==> config.mk <==
export PLATFORM = sky130hd
export DESIGN_NAME = dpr_cmd_issuer
export DESIGN_NICKNAME = d
export VERILOG_FILES = /design/src/rtl/dpr_cmd_issuer.sv
export SDC_FILE = /design/constraint.sdc
export NUM_CORES = 1
export LEC_CHECK = 0
export BUFFER_PORTS_ARGS = -buffer_cell sky130_fd_sc_hd__buf_2
export CAP_MARGIN = 0
export CORE_AREA = 2 2 234 236
export DETAILED_ROUTE_END_ITERATION = 10
export DIE_AREA = 0 0 236 238
export PLACE_DENSITY = 0.72
export SETUP_SLACK_MARGIN = 0.02
export SYNTH_ARGS = -nofsm -noshare
export SYNTH_HDL_FRONTEND = slang
export SYNTH_SLANG_ARGS = --single-unit
export TNS_END_PERCENT = 20
==> constraint.sdc <==
create_clock -name clk -period 2.25 [get_ports clk]
set_input_delay 0.45 -clock clk [delete_from_list [all_inputs] [get_ports clk]]
set_output_delay 0.45 -clock clk [all_outputs]
set_load 0.05 [all_outputs]
==> src/rtl/dpr_cmd_issuer.sv <==
// dpr_cmd_issuer: turns host layer descriptors and inference-run requests into the
// model-manager command stream (mm_o) together with the dpr_pass region pointer.
//
// A model load is one ASN_MODEL opener, then per layer ASN_LAYER followed by the six
// region commands SCRATCH..BGRAD, then an ASN_MODEL close. Layers chain back-to-back
// when the next descriptor is offered during the close cycle. A run is ASN_INPUT,
// ASN_OUTPUT, WAIT. Each region pointer shows up on pass_begin/pass_end one cycle
// after the command that names it, and pass_* is zero in every other cycle.
//
// Ports
//   clk, rst         clock, synchronous active-high reset
//   layer_valid      host layer descriptor valid
//   layer_ready      descriptor accepted on layer_valid && layer_ready at a clk edge
//   layer_opcode     layer opcode
//   layer_last       descriptor is the final layer of the model
//   layer_regions    {scratch, sgrad, weight, wgrad, bias, bgrad} begin/end pairs,
//                    scratch_begin in the MSBs
//   run_valid        inference-run request valid
//   run_ready        run accepted on run_valid && run_ready at a clk edge
//   run_regions      {in_begin, in_end, out_begin, out_end}, in_begin in the MSBs
//   mm_o             model-manager command
//   asn_opcode       opcode of the layer most recently assigned
//   pass_begin/end   region pointer for the previous cycle's command
//   model_loaded     complete model issued and no load in progress
// Every output is driven straight from a register.

module dpr_cmd_issuer #(
    parameter int unsigned ADDR_W = 32,
    parameter int unsigned OPC_W  = 4
) (
    input  logic                  clk,
    input  logic                  rst,
    input  logic                  layer_valid,
    output logic                  layer_ready,
    input  logic [OPC_W-1:0]      layer_opcode,
    input  logic                  layer_last,
    input  logic [12*ADDR_W-1:0]  layer_regions,
    input  logic                  run_valid,
    output logic                  run_ready,
    input  logic [4*ADDR_W-1:0]   run_regions,
    output logic [3:0]            mm_o,
    output logic [OPC_W-1:0]      asn_opcode,
    output logic [ADDR_W-1:0]     pass_begin,
    output logic [ADDR_W-1:0]     pass_end,
    output logic                  model_loaded
);

    // Model-manager command encoding
    localparam logic [3:0] MmWait       = 4'd0;
    localparam logic [3:0] MmAsnModel   = 4'd1;
    localparam logic [3:0] MmAsnLayer   = 4'd2;
    localparam logic [3:0] MmAsnScratch = 4'd3;
    localparam logic [3:0] MmAsnSgrad   = 4'd4;
    localparam logic [3:0] MmAsnWeight  = 4'd5;
    localparam logic [3:0] MmAsnWgrad   = 4'd6;
    localparam logic [3:0] MmAsnBias    = 4'd7;
    localparam logic [3:0] MmAsnBgrad   = 4'd8;
    localparam logic [3:0] MmAsnInput   = 4'd9;
    localparam logic [3:0] MmAsnOutput  = 4'd10;

    // The state names the command being shown on mm_o in the same cycle.
    typedef enum logic [3:0] {
        StIdle,
        StMStart,
        StLLayer,
        StLScr,
        StLSgr,
        StLWt,
        StLWg,
        StLB,
        StLBg,
        StLClose,
        StLWait,
        StRIn,
        StROut,
        StRPtr
    } state_e;

    state_e state_q, state_d;

    // Captured descriptor / run request
    logic [12*ADDR_W-1:0] lregs_q, lregs_d;
    logic [OPC_W-1:0]     opc_q, opc_d;
    logic                 last_q, last_d;
    logic [4*ADDR_W-1:0]  rregs_q, rregs_d;

    // Output registers
    logic [3:0]        mm_q, mm_d;
    logic [OPC_W-1:0]  asn_opc_q, asn_opc_d;
    logic [ADDR_W-1:0] pass_b_q, pass_b_d;
    logic [ADDR_W-1:0] pass_e_q, pass_e_d;
    logic              loaded_q, loaded_d;
    logic              layer_ready_q, layer_ready_d;
    logic              run_ready_q, run_ready_d;

    logic layer_acc;
    logic run_acc;

    // Handshakes use the registered ready values the host actually sees. Both ready
    // signals can only be high in StIdle; a layer wins over a simultaneous run.
    assign layer_acc = layer_valid & layer_ready_q;
    assign run_acc   = run_valid & run_ready_q & ~layer_acc;

    function automatic logic [3:0] cmd_of(input state_e s);
        logic [3:0] c;
        c = MmWait;
        unique case (s)
            StMStart: c = MmAsnModel;
            StLLayer: c = MmAsnLayer;
            StLScr:   c = MmAsnScratch;
            StLSgr:   c = MmAsnSgrad;
            StLWt:    c = MmAsnWeight;
            StLWg:    c = MmAsnWgrad;
            StLB:     c = MmAsnBias;
            StLBg:    c = MmAsnBgrad;
            StLClose: c = MmAsnModel;
            StRIn:    c = MmAsnInput;
            StROut:   c = MmAsnOutput;
            default:  c = MmWait;
        endcase
        return c;
    endfunction

    // Next-state and capture
    always_comb begin
        state_d  = state_q;
        loaded_d = loaded_q;
        lregs_d  = lregs_q;
        opc_d    = opc_q;
        last_d   = last_q;
        rregs_d  = rregs_q;

        unique case (state_q)
            StIdle: begin
                if (layer_acc) begin
                    state_d  = StMStart;
                    loaded_d = 1'b0;
                end else if (run_acc) begin
                    state_d = StRIn;
                end
            end
            StMStart: state_d = StLLayer;
            StLLayer: state_d = StLScr;
            StLScr:   state_d = StLSgr;
            StLSgr:   state_d = StLWt;
            StLWt:    state_d = StLWg;
            StLWg:    state_d = StLB;
            StLB:     state_d = StLBg;
            StLBg:    state_d = StLClose;
            StLClose: begin
                if (last_q) begin
                    state_d  = StIdle;
                    loaded_d = 1'b1;
                end else if (layer_acc) begin
                    state_d = StLLayer;
                end else begin
                    state_d = StLWait;
                end
            end
            StLWait: begin
                if (layer_acc) begin
                    state_d = StLLayer;
                end
            end
            StRIn:   state_d = StROut;
            StROut:  state_d = StRPtr;
            StRPtr:  state_d = StIdle;
            default: state_d = StIdle;
        endcase

        if (layer_acc) begin
            lregs_d = layer_regions;
            opc_d   = layer_opcode;
            last_d  = layer_last;
        end
        if (run_acc) begin
            rregs_d = run_regions;
        end
    end

    // Registered outputs, decoded from the state being entered
    always_comb begin
        mm_d = cmd_of(state_d);

        // The close of the final layer always returns to idle, so no descriptor is
        // taken there.
        layer_ready_d = (state_d == StIdle) || (state_d == StLWait) ||
                        ((state_d == StLClose) && !last_q);

        // Registered, so it reflects layer_valid from the cycle before.
        run_ready_d = (state_d == StIdle) && loaded_d && !layer_valid;

        asn_opc_d = asn_opc_q;
        if (state_d == StLLayer) begin
            asn_opc_d = opc_d;
        end

        // The pointer follows the command one cycle later: pick the region of the
        // command shown this cycle.
        pass_b_d = '0;
        pass_e_d = '0;
        unique case (state_q)
            StLScr: begin
                pass_b_d = lregs_q[12*ADDR_W-1 -: ADDR_W];
                pass_e_d = lregs_q[11*ADDR_W-1 -: ADDR_W];
            end
            StLSgr: begin
                pass_b_d = lregs_q[10*ADDR_W-1 -: ADDR_W];
                pass_e_d = lregs_q[9*ADDR_W-1 -: ADDR_W];
            end
            StLWt: begin
                pass_b_d = lregs_q[8*ADDR_W-1 -: ADDR_W];
                pass_e_d = lregs_q[7*ADDR_W-1 -: ADDR_W];
            end
            StLWg: begin
                pass_b_d = lregs_q[6*ADDR_W-1 -: ADDR_W];
                pass_e_d = lregs_q[5*ADDR_W-1 -: ADDR_W];
            end
            StLB: begin
                pass_b_d = lregs_q[4*ADDR_W-1 -: ADDR_W];
                pass_e_d = lregs_q[3*ADDR_W-1 -: ADDR_W];
            end
            StLBg: begin
                pass_b_d = lregs_q[2*ADDR_W-1 -: ADDR_W];
                pass_e_d = lregs_q[ADDR_W-1:0];
            end
            StRIn: begin
                pass_b_d = rregs_q[4*ADDR_W-1 -: ADDR_W];
                pass_e_d = rregs_q[3*ADDR_W-1 -: ADDR_W];
            end
            StROut: begin
                pass_b_d = rregs_q[2*ADDR_W-1 -: ADDR_W];
                pass_e_d = rregs_q[ADDR_W-1:0];
            end
            default: begin
                pass_b_d = '0;
                pass_e_d = '0;
            end
        endcase
    end

    always_ff @(posedge clk) begin
        if (rst) begin
            state_q       <= StIdle;
            lregs_q       <= '0;
            opc_q         <= '0;
            last_q        <= 1'b0;
            rregs_q       <= '0;
            mm_q          <= MmWait;
            asn_opc_q     <= '0;
            pass_b_q      <= '0;
            pass_e_q      <= '0;
            loaded_q      <= 1'b0;
            layer_ready_q <= 1'b0;
            run_ready_q   <= 1'b0;
        end else begin
            state_q       <= state_d;
            lregs_q       <= lregs_d;
            opc_q         <= opc_d;
            last_q        <= last_d;
            rregs_q       <= rregs_d;
            mm_q          <= mm_d;
            asn_opc_q     <= asn_opc_d;
            pass_b_q      <= pass_b_d;
            pass_e_q      <= pass_e_d;
            loaded_q      <= loaded_d;
            layer_ready_q <= layer_ready_d;
            run_ready_q   <= run_ready_d;
        end
    end

    assign mm_o         = mm_q;
    assign asn_opcode   = asn_opc_q;
    assign pass_begin   = pass_b_q;
    assign pass_end     = pass_e_q;
    assign model_loaded = loaded_q;
    assign layer_ready  = layer_ready_q;
    assign run_ready    = run_ready_q;

endmodule
==> metrics.yaml, run 1 <==
logic_synthesis:
  synthFlopType: "dfxtp_1"
  synth_area_um2: 22540
  muxShareOfSynthArea: 0.003331
  synth_simple_gate_area_frac: 0.1858
  yosysWarnings: 0
  synth_cell_types: 41
  syn_avg_cell_area_um2: 8.110
  synth_seq_cells: 596
  ys_seq_area_frac: 0.5294
  synth-compound-area-share: 0.2295
  synth_area_leaders: "dfxtp_1 53%, nand2_1 17%, a21oi_1 12%"
  synth_nets: 3303
  synth_top_cell_by_area: "dfxtp_1"
  synth_fa_ha_area_frac: 0.002165
  async_reset_ff_frac: 0
  synth_xor_area_frac: 0.0003886
  synth_edf_count: 0
  synth_top_family_by_area: "compound AO/OA/AOI/OAI gates"
  synth_cells: 2779
  synth_top_area_frac: 0.5294
sta:
  finalCritPeriodShare: 0.9028
  final.setup_skew_ps: 16.66
  maxSlewHeadroom: 0.4591
  period_needed_ps: 2031
  hold_viol_final: 0
  maxClockFrequency_mhz: 492.3
  tightestPinTransition_ps: 811.3
  rsz0062_at_grt: "false"
  setup_viol: 0
  maxSlewViolCount: 0
  fin_setup_tns_ps: 0
min_path:
  min_path_cells: 3
  hold_class: "input port to flop"
  min_from: "layer_regions[113]"
  whs_endpoint: "lregs_q[113]$_SDFFE_PP0P_"
global_route:
  grt_pass1_vias: 20840
  grt_max_degree: 162
  gr-total-overflow: 0
  grt_pass1_wl_mm: 116.7
  track_usage: 0.2636
  antenna_found_initial: 12
die:
  start_util: 0.4213
  die_h_um: 238
  chipWidth_um: 236
  rows: 85
  ioPinCount: 596
  core-area_um2: 53500
  dieArea_um2: 56170
place:
  place_area_um2: 26350
  io_buffers: 595
  hpwlAfterDp_mm: 52.77
  gp_congestion: 0.8806
  dp_cells: 3910
worst_setup_path:
  reg2reg_slack_ps: 220
  startpoint_type: "flop"
  critical_path_required_ps: 2760
  crit_fanout: 28
  arrival_ps: 2540
  r2r_end: "pass_begin[10]$_SDFF_PP0_"
  r2r_start: "state_q[2]$_SDFF_PP0_"
  worstSetupEndpointType: "flop"
  critPathKind: "flop to flop"
  rr_worst_depth: 6
final_layout:
  layout_commonest_cell: "nand2_1"
  final_cell_mix: "1037 x nand2_1, 595 x dfxtp_1, 594 x buf_2"
  nNetsFinal: 3799
  fin_cells: 4027
  finalInstanceArea_um2: 28390
  drive_above_1_share: 0.2392
  finish.utilization: 0.5307
  layout-area-overhead-vs-synth_pct: 25.97
route:
  drt_iter0_drc: 2028
  drc: 0
  postRouteAntennaNets: 0
  vias: 22390
  viasPerCell: 5.561
  wl_per_cell_um: 19.40
  routed_wl_mm: 78.12
  first_pass_iters: 7
clock_network:
  tritoncts: "done"
  clock_path_buffers: 3
  cts.clk_slew.worst_paths_ps: 70
  post_cts_buffers: 0
  cts_max_level: 2
  cts_buffers: 59
  cts_num_sinks: 596
  clock-root-buffer: "clkbuf_16"
  clock_latency_ps: 600
  cts.hold.buffers_added: 0
  cts_resized: 0
run_status:
  outcome: "completed"
power_and_ir_drop:
  power.total_mw: 24.28
  power_density_nw_per_um2: 855.4
  peakVddDrop_mv: 0.6194
  leakagePower_nw: 10.68
flow_run:
  cap_viol_max_count: 0
## Yosys cell counts, types with 3 or more instances
cell type,count
nand2_1,1038
dfxtp_1,596
a21oi_1,521
clkbuf_1,132
a22oi_1,128
buf_2,68
a221oi_1,65
a22o_1,64
a31oi_1,64
buf_1,15
buf_4,14
buf_6,9
nor2_1,8
nand2b_1,6
nor2b_1,6
mux2_4,5
inv_1,4
nor3_1,4
ha_1,3
## layout make-up
cell class / count / area (µm²)
diodes: 12 / 30.03
clock buffers: 81 / 1702
clock inverters: 24 / 307.8
fillers: 5049 / 25110
inverters: 4 / 15.01
multi-input cells: 1941 / 9558
flip-flops and latches: 596 / 11930
well taps: 696 / 870.8
repair buffers: 673 / 3974
## layer usage
layer | vias to the layer above | part of all wire | GRT usage
met2 | 1139 | 0.46 | 0.4194
met3 | 183 | 0.086 | 0.03841
met5 | - | 0 | 0
li1 | 10480 | - | -
met4 | 0 | 0.040 | 0.1175
met1 | 10600 | 0.41 | 0.3562
## logic make-up (layout without fill, tap and decap cells)
logic type | Yosys count | in the layout
muxes | 5 | 5
xor gates and xnor gates | 1 | 1
DFF | 596 | 596
AOI/OAI and AO/OA | 850 | 850
buffers and inverters | 242 | 782
other | 0 | 12
and+or+nand+nor | 1081 | 1081
adders and majority gates | 4 | 4
## worst max path at each step
stage / cells past startpoint / start / slack [ps] / endpoint
after floorplan: 8 / layer_ready$_SDFF_PP0_ / 80 / asn_opcode[0]$_SDFFE_PP0N_
after global placement: 8 / layer_valid / 150 / mm_o[3]$_SDFF_PP0_
after detailed placement: 8 / layer_valid / 180 / mm_o[3]$_SDFF_PP0_
after CTS: 6 / state_q[2]$_SDFF_PP0_ / 230 / pass_begin[10]$_SDFF_PP0_
after global routing: 6 / state_q[2]$_SDFF_PP0_ / 80 / pass_begin[10]$_SDFF_PP0_
final: 6 / state_q[2]$_SDFF_PP0_ / 220 / pass_begin[10]$_SDFF_PP0_
## through the flow
stage                     hold slack (ps)  setup slack (ps)
after global routing                48.17             81.31
after floorplan                     436.0             82.02
final                               79.38             218.6
after detailed placement            446.0             183.5
after CTS                           37.81             233.9
after global placement              441.2             155.0
## flip-flops by register name, summed over array words and instances, names as in the netlist
register	flops
lregs_q	384
asn_opcode	4
layer_ready	1
rregs_q	128
last_q	1
pass_end	32
pass_begin	32
run_ready	1
state_q	4
model_loaded	1
mm_o	4
opc_q	4
## where the power goes
part / switching, mW / internal [mW]
Combinational: 1.64 / 0.934
Clock: 4.17 / 6.06
Sequential: 0.335 / 11.1
## worst max-delay path, cell delays in order (launching register included)
cell      delay, ps
dfxtp_1         420
nand2b_1        270
nor3_2          380
nor2_1          100
a21o_2          250
buf_4           280
a31oi_1         220
No activity file was read; power rests on OpenSTA's default activity.
==> inputs of run 2 (changes only) <==
--- a/config.mk
+++ b/config.mk
@@ -7,10 +7,10 @@
 export LEC_CHECK = 0
 export BUFFER_PORTS_ARGS = -buffer_cell sky130_fd_sc_hd__buf_2
 export CAP_MARGIN = 0
-export CORE_AREA = 2 2 234 236
+export CORE_AREA = 2 2 233 235
 export DETAILED_ROUTE_END_ITERATION = 10
-export DIE_AREA = 0 0 236 238
-export PLACE_DENSITY = 0.72
+export DIE_AREA = 0 0 235 237
+export PLACE_DENSITY = 0.75
 export SETUP_SLACK_MARGIN = 0.02
 export SYNTH_ARGS = -nofsm -noshare
 export SYNTH_HDL_FRONTEND = slang
==> constraint.sdc (replaced) <==
create_clock -name clk -period 1.8 [get_ports clk]
set_input_delay 0.36 -clock clk [delete_from_list [all_inputs] [get_ports clk]]
set_output_delay 0.36 -clock clk [all_outputs]
set_load 0.05 [all_outputs]
==> metrics.yaml, run 2 (synthesis results as in run 1) <==
run_status:
  outcome: "complete, but fails checks"
  violations: "negative setup slack"
worst_setup_path:
  rr_worst_depth: 7
  crit_slowest_cell: "a221oi_2"
  startpoint_type: "flop"
  slowest_delay_ps: 540
  crit_fanout: 22
  critPathKind: "flop to flop"
  r2r_end: "pass_begin[17]$_SDFF_PP0_"
  critical_path_required_ps: 2260
  arrival_ps: 2580
  r2r_start: "state_q[3]$_SDFF_PP0_"
  cp_cell_sequence: "buf_4 > nand2b_4 > nor3_2 > buf_4 > a22o_1 > a221oi_2 > a31oi_2"
  cpMostUsedCell: "buf_4"
  cpLargestDelayFamily: "compound AO/OA/AOI/OAI gates"
  worstSetupEndpointType: "flop"
  reg2reg_slack_ps: -320
  worstPathBufferInverterCount: 2
final_layout:
  largest_reg_flops: 384
  layout-area-overhead-vs-synth_pct: 49.83
  largest_register: "lregs_q"
  num-fill-cells: 3853
  final_cell_mix: "1037 x nand2_1, 594 x buf_2, 590 x dfxtp_1"
  drive_above_1_share: 0.2369
  finalInstanceArea_um2: 33770
  largestRegisters: "lregs_q (384), rregs_q (128)"
  nNetsFinal: 4301
  multiInputGateArea_um2: 9791
  layout_commonest_cell: "nand2_1"
  seq_area_um2: 11950
die:
  rows: 85
  die_h_um: 237
  core-area_um2: 53280
  ioPinCount: 596
  chipWidth_um: 235
  start_util: 0.4230
  dieArea_um2: 55700
flow_run:
  cap_viol_max_count: 0
sta:
  tightestPinTransition_ps: 699.8
  final.setup_skew_ps: 17.60
  rsz0062_at_grt: "true"
  period_needed_ps: 2117
  maxSlewViolCount: 0
  finalWorstSetupSlack_ps: -317.3
  setup_viol: 3
  hold_viol_final: 0
  fin_setup_tns_ps: -379.4
  maxSlewHeadroom: 0.5335
  maxClockFrequency_mhz: 472.3
  finalCritPeriodShare: 1.176
global_route:
  track_usage: 0.3261
  grt_pass1_wl_mm: 143.7
  gr-total-overflow: 0
  grt_pass1_vias: 25640
  grt_max_degree: 108
  antenna_found_initial: 14
min_path:
  min_from: "layer_regions[180]"
  hold_class: "input port to flop"
  whs_endpoint: "lregs_q[180]$_SDFFE_PP0P_"
  min_path_cells: 3
place:
  hpwlAfterDp_mm: 55.89
  place_area_um2: 26980
  pre_cts_ws_ps: -143.0
  gp_congestion: 0.8971
  io_buffers: 595
route:
  viasPerCell: 5.771
  postRouteAntennaNets: 0
  routed_wl_mm: 97.41
  drt_iter0_drc: 3128
  wl_per_cell_um: 21.50
  drc: 0
  first_pass_iters: 7
  vias: 26140
clock_network:
  clock_path_buffers: 3
  cts_max_level: 2
  clock-root-buffer: "clkbuf_16"
  cts_buffers: 59
  cts.clk_slew.worst_paths_ps: 60
  clock_latency_ps: 620
  tritoncts: "done"
  cts_num_sinks: 596
power_and_ir_drop:
  power_density_nw_per_um2: 943.8
  leakagePower_nw: 13.01
  power.total_mw: 31.87
  peakVddDrop_mv: 0.7562
[run 2: final cells by class]
cell class                 instances  share of cell area
antenna                            9           0.0006670
clock buffer                      82             0.05165
clock inverter                    27            0.008671
inverter                           4           0.0004447
multi-input combinational       1941              0.2900
sequential                       596              0.3539
tap                              696             0.02579
timing repair buffer            1175              0.2689
[run 2: how the worst max path moves through the flow]
stage	startpoint	end	slack, ps	depth (start not counted)
floorplan	layer_ready$_SDFF_PP0_	asn_opcode[0]$_SDFFE_PP0N_	-40	8
global placement	state_q[2]$_SDFF_PP0_	pass_end[15]$_SDFF_PP0_	-100	7
detailed placement	state_q[2]$_SDFF_PP0_	pass_end[15]$_SDFF_PP0_	-140	7
CTS	state_q[0]$_SDFF_PP0_	asn_opcode[0]$_SDFFE_PP0N_	20	7
global route	state_q[3]$_SDFF_PP0_	pass_begin[17]$_SDFF_PP0_	-330	7
finish	state_q[3]$_SDFF_PP0_	pass_begin[17]$_SDFF_PP0_	-320	7
[run 2: metal layers]
layer / part of all wire / up-vias / track usage
met5: 0.00059 / - / 0
met2: 0.46 / 2053 / 0.5197
met1: 0.36 / 12030 / 0.3927
li1: - / 11490 / -
met3: 0.11 / 552 / 0.07578
met4: 0.074 / 10 / 0.2206
[run 2: per-stage QoR]
stage	util	hold slack, ps	std cells
2_1_floorplan	-	436.0	2779
3_3_place_gp	0.5064	441.2	3968
3_5_place_dp	0.5064	446.2	3968
4_1_cts	0.6275	0.5729	4512
5_1_grt	0.6336	3.586	4528
6_report	0.6337	10.66	4530
[run 2: power by group]
part           switching (mW)  internal [mW]
clock                    5.41           7.47
sequential              0.483           13.9
combinational            2.51           2.05
total                    8.41           23.5
[run 2: worst min-delay path: stages]
cell and delay [ps]:
buf_2 100, nand2_1 60, a21oi_1 60
[run 2: what timing repair did]
action | 4_1_cts | 5_1_grt
gates cloned | 0 | 3
hold buffers | 432 | 0
buffers inserted | 3 | 7
hold endpoints to repair | 432 | 0
endpoints found under the setup margin | 59 | 56
gates resized for setup | 15 | 36
pin swaps | 3 | 11
